==> config.mk <==
export PLATFORM = sky130hd
export DESIGN_NAME = kbd_event_writer
export DESIGN_NICKNAME = d
export VERILOG_FILES = /design/src/rtl/kbd_event_writer_pkg.sv /design/src/rtl/kbd_event_writer_wb_req.sv /design/src/rtl/kbd_event_writer.sv
export SDC_FILE = /design/constraint.sdc
export NUM_CORES = 1
export LEC_CHECK = 0
export ABC_AREA = 0
export CORE_MARGIN = 4
export CORE_UTILIZATION = 49
export CTS_CLUSTER_DIAMETER = 150
export DETAILED_ROUTE_END_ITERATION = 10
export PLACE_DENSITY_LB_ADDON = 0.3
export SLEW_MARGIN = 15
export SYNTH_ARGS = -nofsm -noshare
export SYNTH_HDL_FRONTEND = slang
export SYNTH_SLANG_ARGS = --single-unit
==> constraint.sdc <==
create_clock -name wb_clock_i -period 4.1 [get_ports wb_clock_i]
set_clock_uncertainty 0.2 [all_clocks]
set_input_delay 0.82 -clock wb_clock_i [delete_from_list [all_inputs] [get_ports wb_clock_i]]
set_output_delay 0.82 -clock wb_clock_i [all_outputs]
set_load 0.02 [all_outputs]
==> src/rtl/kbd_event_writer_pkg.sv <==
// Shared constants and types for the keyboard event writer.
//   WB_KBD_BASE   : Wishbone address of keyboard matrix row 0
//   KBD_ROW_COUNT : number of matrix rows held by the keyboard
//   kbd_evt_t     : packed key event {row, col, pressed}
//   kbd_apply_key : active-low read-modify-write of one matrix bit
package kbd_event_writer_pkg;

  localparam int unsigned WB_ADDR_WIDTH = 16;
  localparam int unsigned DATA_WIDTH    = 8;
  localparam int unsigned KBD_ROW_COUNT = 10;
  localparam int unsigned KBD_ROW_WIDTH = 4;
  localparam int unsigned KBD_COL_WIDTH = 3;

  localparam logic [WB_ADDR_WIDTH-1:0] WB_KBD_BASE = 16'h0040;

  typedef struct packed {
    logic [KBD_ROW_WIDTH-1:0] row;
    logic [KBD_COL_WIDTH-1:0] col;
    logic                     pressed;
  } kbd_evt_t;

  // Matrix bits are active-low: press clears the bit, release sets it.
  function automatic logic [DATA_WIDTH-1:0] kbd_apply_key(
    input logic [DATA_WIDTH-1:0]    rd,
    input logic [KBD_COL_WIDTH-1:0] col,
    input logic                     pressed
  );
    logic [DATA_WIDTH-1:0] mask;
    mask = DATA_WIDTH'(1) << col;
    return pressed ? (rd & ~mask) : (rd | mask);
  endfunction

endpackage

==> src/rtl/kbd_event_writer_wb_req.sv <==
// Single-request Wishbone strobe/stall/ack sequencer.
//   clk, rst   : clock, synchronous active-high reset
//   start      : begin a new request; strobe rises next cycle
//   wb_stall_i : responder stall, strobe is held while high
//   wb_ack_i   : responder acknowledge
//   strobe     : registered request strobe
//   accept     : strobe taken by the responder this cycle
//   done       : acknowledge for the outstanding request this cycle
module kbd_event_writer_wb_req (
  input  logic clk,
  input  logic rst,
  input  logic start,
  input  logic wb_stall_i,
  input  logic wb_ack_i,
  output logic strobe,
  output logic accept,
  output logic done
);

  logic active;

  assign accept = strobe & ~wb_stall_i;
  // An ack alongside the accepted strobe completes the request at once.
  assign done   = active & wb_ack_i & (~strobe | ~wb_stall_i);

  always_ff @(posedge clk) begin
    if (rst) begin
      strobe <= 1'b0;
      active <= 1'b0;
    end else if (start) begin
      strobe <= 1'b1;
      active <= 1'b1;
    end else begin
      if (accept) strobe <= 1'b0;
      if (done)   active <= 1'b0;
    end
  end

endmodule

==> src/rtl/kbd_event_writer.sv <==
// Wishbone initiator turning key events into read-modify-write updates of
// the keyboard matrix rows, plus a "release all" sweep writing 8'hFF to
// every row.
//   evt_*      : key event handshake (valid/ready) with row, col, pressed
//   clear_i    : pulse requesting a release-all sweep
//   busy_o     : transfer in progress or sweep pending
//   err_o      : pulse, an event with an out-of-range row was dropped
//   wb_*       : Wishbone initiator port (single outstanding request)
module kbd_event_writer
  import kbd_event_writer_pkg::*;
#(
  parameter logic [WB_ADDR_WIDTH-1:0] KBD_BASE = WB_KBD_BASE
) (
  input  logic                     wb_clock_i,
  input  logic                     wb_reset_i,
  input  logic                     evt_valid_i,
  output logic                     evt_ready_o,
  input  logic [KBD_ROW_WIDTH-1:0] evt_row_i,
  input  logic [KBD_COL_WIDTH-1:0] evt_col_i,
  input  logic                     evt_pressed_i,
  input  logic                     clear_i,
  output logic                     busy_o,
  output logic                     err_o,
  output logic [WB_ADDR_WIDTH-1:0] wb_addr_o,
  output logic [DATA_WIDTH-1:0]    wb_data_o,
  input  logic [DATA_WIDTH-1:0]    wb_data_i,
  output logic                     wb_we_o,
  output logic                     wb_cycle_o,
  output logic                     wb_strobe_o,
  output logic                     wb_sel_o,
  input  logic                     wb_stall_i,
  input  logic                     wb_ack_i
);

  typedef enum logic [2:0] {
    S_IDLE, S_RD_REQ, S_RD_WAIT, S_WR_REQ, S_WR_WAIT, S_CLR_REQ, S_CLR_WAIT
  } state_t;

  localparam logic [KBD_ROW_WIDTH-1:0] LAST_ROW = KBD_ROW_WIDTH'(KBD_ROW_COUNT - 1);

  state_t   state;
  kbd_evt_t evt_q;
  logic     clr_pend;
  logic     clr_go;
  logic     row_ok;
  logic     req_start;
  logic     req_accept;
  logic     req_done;

  assign clr_go      = clr_pend | clear_i;
  assign row_ok      = evt_row_i < KBD_ROW_WIDTH'(KBD_ROW_COUNT);
  assign evt_ready_o = ~wb_reset_i & (state == S_IDLE) & ~clr_go;
  assign busy_o      = (state != S_IDLE) | clr_pend;
  assign wb_sel_o    = wb_cycle_o;
  // evt_q.row doubles as the sweep row counter during a clear.
  assign wb_addr_o   = wb_cycle_o ? KBD_BASE + WB_ADDR_WIDTH'(evt_q.row) : '0;

  always_comb begin
    req_start = 1'b0;
    unique case (state)
      S_IDLE:                 req_start = clr_go | (evt_valid_i & evt_ready_o & row_ok);
      S_RD_REQ, S_RD_WAIT:    req_start = req_done;
      S_CLR_REQ, S_CLR_WAIT:  req_start = req_done & (evt_q.row != LAST_ROW);
      default:                req_start = 1'b0;
    endcase
  end

  kbd_event_writer_wb_req u_wb_req (
    .clk        (wb_clock_i),
    .rst        (wb_reset_i),
    .start      (req_start),
    .wb_stall_i (wb_stall_i),
    .wb_ack_i   (wb_ack_i),
    .strobe     (wb_strobe_o),
    .accept     (req_accept),
    .done       (req_done)
  );

  always_ff @(posedge wb_clock_i) begin
    if (wb_reset_i) begin
      state      <= S_IDLE;
      evt_q      <= '0;
      clr_pend   <= 1'b0;
      err_o      <= 1'b0;
      wb_cycle_o <= 1'b0;
      wb_we_o    <= 1'b0;
      wb_data_o  <= '0;
    end else begin
      err_o <= 1'b0;
      if (clear_i && state != S_IDLE) clr_pend <= 1'b1;
      unique case (state)
        S_IDLE: begin
          if (clr_go) begin
            clr_pend   <= 1'b0;
            evt_q.row  <= '0;
            wb_cycle_o <= 1'b1;
            wb_we_o    <= 1'b1;
            wb_data_o  <= '1;
            state      <= S_CLR_REQ;
          end else if (evt_valid_i) begin
            if (row_ok) begin
              evt_q      <= '{row: evt_row_i, col: evt_col_i, pressed: evt_pressed_i};
              wb_cycle_o <= 1'b1;
              wb_we_o    <= 1'b0;
              state      <= S_RD_REQ;
            end else begin
              err_o <= 1'b1;
            end
          end
        end
        S_RD_REQ, S_RD_WAIT: begin
          if (req_done) begin
            wb_data_o <= kbd_apply_key(wb_data_i, evt_q.col, evt_q.pressed);
            wb_we_o   <= 1'b1;
            state     <= S_WR_REQ;
          end else if (req_accept) begin
            state <= S_RD_WAIT;
          end
        end
        S_WR_REQ, S_WR_WAIT: begin
          if (req_done) begin
            wb_cycle_o <= 1'b0;
            wb_we_o    <= 1'b0;
            state      <= S_IDLE;
          end else if (req_accept) begin
            state <= S_WR_WAIT;
          end
        end
        S_CLR_REQ, S_CLR_WAIT: begin
          if (req_done) begin
            if (evt_q.row == LAST_ROW) begin
              wb_cycle_o <= 1'b0;
              wb_we_o    <= 1'b0;
              state      <= S_IDLE;
            end else begin
              evt_q.row <= evt_q.row + 1'b1;
              state     <= S_CLR_REQ;
            end
          end else if (req_accept) begin
            state <= S_CLR_WAIT;
          end
        end
        default: state <= S_IDLE;
      endcase
    end
  end

endmodule

==> impl_metrics.tcl, run 1 <==
set metrics [dict create \
    status "finished, final reports clean" \
    p_per_area_nw_per_um2 552 \
    final_hold_viol_count 0 \
    synth_top_flop_cell "dfxtp_1" \
    cpPeakStageDelay_ns 0.63 \
    grt-ovfl-total 0 \
    cp.arrival_ns 2.42 \
    core-area_um2 3050 \
    synth_top_area_share 0.323 \
    core.rowCount 20 \
    cts_resized 0 \
    hold_buffers 0 \
    clock_sinks 25 \
    ctsHtreeMaxLevel 1 \
    rr_endpoint "u_wb_req.strobe$_SDFFE_PP0P_" \
    hp-class "flop to flop" \
    die_w_um 64.3 \
    power_frac_comb 0.525 \
    intPower_uw 619 \
    grt_pass1_vias 1340 \
    worstMarginPinSlew_ns 0.773 \
    gp_congestion 0.839 \
    mostFrequentLayoutCells "clkdlybuf4s50_1 (41), dfxtp_1 (25), nand2_1 (15), nor2_1 (14)" \
    path_cells "clkdlybuf4s50_1 > nor2_2 > and3_1 > clkdlybuf4s50_1" \
    final_common_cell "clkdlybuf4s50_1" \
    synthCells 186 \
    syn_avg_cell_area_um2 8.34 \
    portBuffers 41 \
    yosysSeqAreaShare 0.323 \
    synth.area.top_cells "dfxtp_1 (32%), mux2i_1 (7.1%), buf_4 (6.3%)" \
    startpoint_type "input pin" \
    wl_per_cell_um 13.9 \
    endpoint_kind "primary output" \
    drcViolationCount 0 \
    rsz0062_at_grt "false" \
    fin_crit_ns 3.44 \
    clk_latency_ns 0.32 \
    die_h_um 64.3 \
    power_switching_uw 457 \
    drive_gt1_frac 0.0548 \
    nNetsFinal 244 \
    switching_share 0.425 \
    grt_max_degree 21 \
    r2r_slack_ns 1.87 \
    synth-edff-count 0 \
    post_cts_buffers 0 \
    hpwl_mm 2.78 \
    finalSetupViolCount 0 \
    power.leakage_uw 0.000780 \
    track_usage 0.177 \
    ant_nets 0 \
    worstHoldStart "u_wb_req.active$_SDFFE_PP0P_" \
    dieArea_um2 4130 \
    numCtsBuffers 3 \
    critPathLaunch "clear_i" \
    route.vias.total 1449 \
    worst_path_max_delay_cell "clkdlybuf4s50_1" \
    cts-root-buf "clkbuf_4" \
    grt_pass1_wl_mm 5.96 \
    crit_top_cell "clkdlybuf4s50_1" \
    final_util 0.638 \
    async_flop_share 0 \
    dr.first_iter.drc_count 100 \
    max-clock-path-buffers 2 \
    vdd_drop_max_mv 0.312 \
    ys_types 48 \
    cts_tree "built" \
    maxCapViolations 0 \
    ios 53 \
    fin_crit_sh 0.838 \
    fin_tns_setup_ns 0 \
    worstPathRequired_ns 3.08 \
    r2r-start "state[2]$_SDFFE_PP0P_" \
    slew_headroom 0.482 \
    n_antenna_cell 0 \
    vias_per_cell 5.51 \
    yosys_register_bits 25 \
    ys_warn_count 0 \
    fmax_ghz 0.291 \
    antenna_found_initial 0 \
    rr_worst_depth 5 \
    pwr-share-seq 0.366 \
    path_class "input pin to primary output" \
    syn_area_um2 1550 \
    crit_fanout 10 \
    whs_endpoint "u_wb_req.active$_SDFFE_PP0P_" \
    maxSlewViolCount 0 \
    area_growth_pct 25.5 \
    routed_wl_mm 3.66 \
    holdPathStages 2 \
    drtPass1Iterations 4 \
    synth_top_cell_by_area "dfxtp_1" \
    start_util 0.508 \
    fill_cells 287 \
    cts.clk_slew.worst_paths_ns 0.15 \
    clockPowerShare 0.109 \
]
per-stage QoR:
step	instance area [µm²]	power, µW	cells	hold WS [ns]	setup slack (ns)
6_report	1950	1080	263	0.313	0.662
5_1_grt	1950	1140	263	0.357	0.566
2_1_floorplan	1590	772	196	0.258	1.70
3_3_place_gp	1920	947	259	0.272	0.723
3_5_place_dp	1920	961	259	0.288	0.668
4_1_cts	1950	1080	263	0.309	0.665
final cells by class:
| class | instances | area, µm² | share of cell area |
|---|---|---|---|
| multi-input cells | 141 | 910 | 0.467 |
| flip-flops and latches | 25 | 500 | 0.257 |
| repair buffers | 44 | 433 | 0.222 |
| well taps | 44 | 55.1 | 0.0283 |
| clock buffers | 3 | 22.5 | 0.0116 |
| inverters | 5 | 18.8 | 0.00964 |
| clock inverters | 1 | 7.51 | 0.00386 |
worst max-delay path: cells and delay by family:
| family | cells | cell delay [ns] |
|---|---|---|
| buffers and inverters | 2 | 1.04 |
| AND/OR/NAND/NOR | 2 | 0.56 |
power groups by stage:
stage	sequential (µW)	clock [µW]	combinational, µW
after floorplan	419	0	353
after global placement	395	0	552
after detailed placement	399	0	561
after CTS	393	119	566
after global routing	409	127	608
final	394	117	564
flip-flops by register name, summed over array words and instances (netlist names):
name	count
clr_pend	1
err_o	1
evt_q	8
state	3
u_wb_req.active	1
u_wb_req.strobe	1
wb_cycle_o	1
wb_data_o	8
wb_we_o	1
cells by family after synthesis:
logic type                 after synthesis  share of synthesized area
DFF                                     25                      0.323
AOI/OAI and AO/OA                       43                      0.211
other                                    1                    0.00242
and+or+nand+nor                         71                      0.244
xor gates and xnor gates                 2                     0.0113
muxes                                   11                     0.0710
adders and majority gates                3                     0.0226
buffers and inverters                   30                      0.115
worst max-delay path by stage:
stage / to / slack (ns) / depth (start not counted)
after floorplan: evt_ready_o / 1.70 / 2
after global placement: evt_ready_o / 0.72 / 4
after detailed placement: evt_ready_o / 0.67 / 4
after CTS: evt_ready_o / 0.66 / 4
after global routing: evt_ready_o / 0.57 / 4
final: evt_ready_o / 0.66 / 4
synth_stat cells (2+ instances only):
library cell and count:
nand2_1 15, a221oi_1 2, buf_6 2, nor3b_1 2, inv_1 5, o21ai_1 2, o21a_1 2, nand4_1 4
clkbuf_1 8, nor3_1 10, a21oi_1 9, mux2i_1 11, and3_1 3, a31oi_1 2, buf_2 2, and2_1 3
nand3_1 5, dfxtp_1 25, ha_1 2, a311oi_1 2, o211a_1 2, a211oi_1 7, nand2b_1 4, o21ai_0 4
buf_4 13, nand3b_1 5, nor2_1 14
metal layers:
layer | part of all wire | global-route usage
met1 | 0.46 | 0.236
met4 | 0.011 | 0.0528
met3 | 0.055 | 0.0264
met5 | 0 | 0
met2 | 0.48 | 0.293
(Power assumes the default switching activity.)
==> inputs of run 2 (changes only) <==
- CORE_UTILIZATION: 49 -> 45
- clock period: 4.1 -> 3.51 ns (I/O delays scaled with it)
==> run 2 against run 1 <==
Effect of this change:
- die area rose by 7.8%
- via count fell by 2.8%
- sequential cell count did not move
- total power rose by 17%
- count of clock-buffer cells in the layout did not move
- core utilization fell by 4.9 points
- first-iteration DRC count fell by 27%
- routed wire length fell by 5.6%
- register-to-register slack got worse by 0.49 ns
- critical endpoint unchanged
- largest power group unchanged
- highest routed layer unchanged
==> impl_metrics.tcl, run 2 (synthesis gave the netlist of run 1 again) <==
set metrics [dict create \
    max-clock-path-buffers 2 \
    maxCapViolations 0 \
    worstMarginPinSlew_ns 0.554 \
    portBuffers 41 \
    placed_cell_area_um2 1930 \
    fin_crit_sh 0.882 \
    status "finished, final reports clean" \
    cp.arrival_ns 2.19 \
    intPower_uw 731 \
    core.rowCount 21 \
    cts.clk_slew.worst_paths_ns 0.15 \
    stdcell_area_um2 1960 \
    wl_per_cell_um 12.9 \
    fin_tns_setup_ns 0 \
    drive_gt1_frac 0.0633 \
    path_class "input pin to primary output" \
    r2r_slack_ns 1.38 \
    antenna_found_initial 0 \
    pwr-share-seq 0.364 \
    worstPathRequired_ns 2.61 \
    die_w_um 66.7 \
    cts_tree "built" \
    routed_wl_mm 3.46 \
    cts_resized 0 \
    rsz0062_at_grt "false" \
    post_cts_buffers 0 \
    grt-ovfl-total 0 \
    rr_endpoint "state[0]$_SDFFE_PP0P_" \
    hold_buffers 0 \
    dieArea_um2 4450 \
    endpoint_kind "primary output" \
    finalPower_uw 1260 \
    cts-root-buf "clkbuf_4" \
    dr.first_iter.drc_count 73 \
    mostFrequentLayoutCells "clkdlybuf4s50_1 (41), dfxtp_1 (25), nand2_1 (15), nor2_1 (14)" \
    grt_pass1_vias 1173 \
    final_util 0.589 \
    area_growth_pct 26.6 \
    track_usage 0.159 \
    power.leakage_uw 0.000790 \
    start_util 0.465 \
    die_h_um 66.7 \
    worstHoldStart "u_wb_req.active$_SDFFE_PP0P_" \
    fin_crit_ns 3.10 \
    r2r-start "state[2]$_SDFFE_PP0P_" \
    final_common_cell "clkdlybuf4s50_1" \
    clock_sinks 25 \
    gp_congestion 0.822 \
    p_per_area_nw_per_um2 643 \
    whs_ns 0.301 \
    nNetsFinal 246 \
    final_hold_viol_count 0 \
    power_switching_uw 531 \
    rr_worst_depth 5 \
    startpoint_type "input pin" \
    crit_fanout 7 \
    whs_endpoint "u_wb_req.active$_SDFFE_PP0P_" \
    fmax_ghz 0.323 \
    power_frac_comb 0.526 \
    numCtsBuffers 3 \
    clockPowerShare 0.110 \
    switching_share 0.421 \
    route.vias.total 1409 \
    finalSetupViolCount 0 \
    maxSlewViolCount 0 \
    largestRegisters "evt_q (8), wb_data_o (8), state (3)" \
    hp-class "flop to flop" \
    drcViolationCount 0 \
    ctsHtreeMaxLevel 1 \
    grt_max_degree 21 \
    drtPass1Iterations 4 \
    core-area_um2 3340 \
    grt_pass1_wl_mm 5.49 \
    slew_headroom 0.629 \
    ant_nets 0 \
    holdPathStages 2 \
    vias_per_cell 5.28 \
    clk_latency_ns 0.33 \
    ios 53 \
    hpwl_mm 2.59 \
    n_antenna_cell 0 \
    vdd_drop_max_mv 0.435 \
]
[run 2: cell count changes in the layout (fill, tap and decap cells not counted)]
cell   previous run  this run
buf_4             3         5
[run 2: per-stage QoR]
stage               std cells  setup slack, ns
floorplan                 196             1.31
global placement          263            0.439
detailed placement        263            0.402
CTS                       267            0.391
global route              267            0.360
finish                    267            0.415
[run 2: critical path, stage by stage]
cell and delay [ns]:
clkdlybuf4s50_1 0.42, inv_1 0.20, and3_1 0.25, clkdlybuf4s50_1 0.62
[run 2: worst max path at each step]
stage                             to  depth (start not counted)       start
4_1_cts                  evt_ready_o                          4  wb_reset_i
6_report                 evt_ready_o                          4  wb_reset_i
3_5_place_dp             evt_ready_o                          4  wb_reset_i
5_1_grt                  evt_ready_o                          4  wb_reset_i
2_1_floorplan  state[0]$_SDFFE_PP0P_                          5     clear_i
3_3_place_gp             evt_ready_o                          4  wb_reset_i
[run 2: final cells by class]
type                            instances  area (µm²)
Inverter                                5        18.8
Multi-Input combinational cell        141         910
Fill cell                             311        1370
Clock inverter                          1        7.51
Sequential cell                        25         500
Tap cell                               46        57.6
Clock buffer                            3        22.5
Timing Repair Buffer                   46         448
[run 2: metal layers]
| metal | vias up | track usage | routed length [µm] |
|---|---|---|---|
| met5 | - | 0 | 0 |
| met4 | 0 | 0.0711 | 75 |
| met3 | 6 | 0.0270 | 174 |
| met2 | 48 | 0.238 | 1550 |
| met1 | 631 | 0.222 | 1650 |
| li1 | 724 | - | - |
[run 2: power by group through the flow]
stage	Clock (µW)	Combinational, µW	Sequential (µW)
after CTS	143	663	460
after global routing	161	717	475
final	139	664	460
after global placement	0	659	464
after floorplan	0	412	490
after detailed placement	0	660	466
==> inputs of run 3 (changes only) <==
- CTS_CLUSTER_SIZE: default -> 25
==> results of run 3 <==
The final DEF is identical to that of run 2; final timing and power are the same.
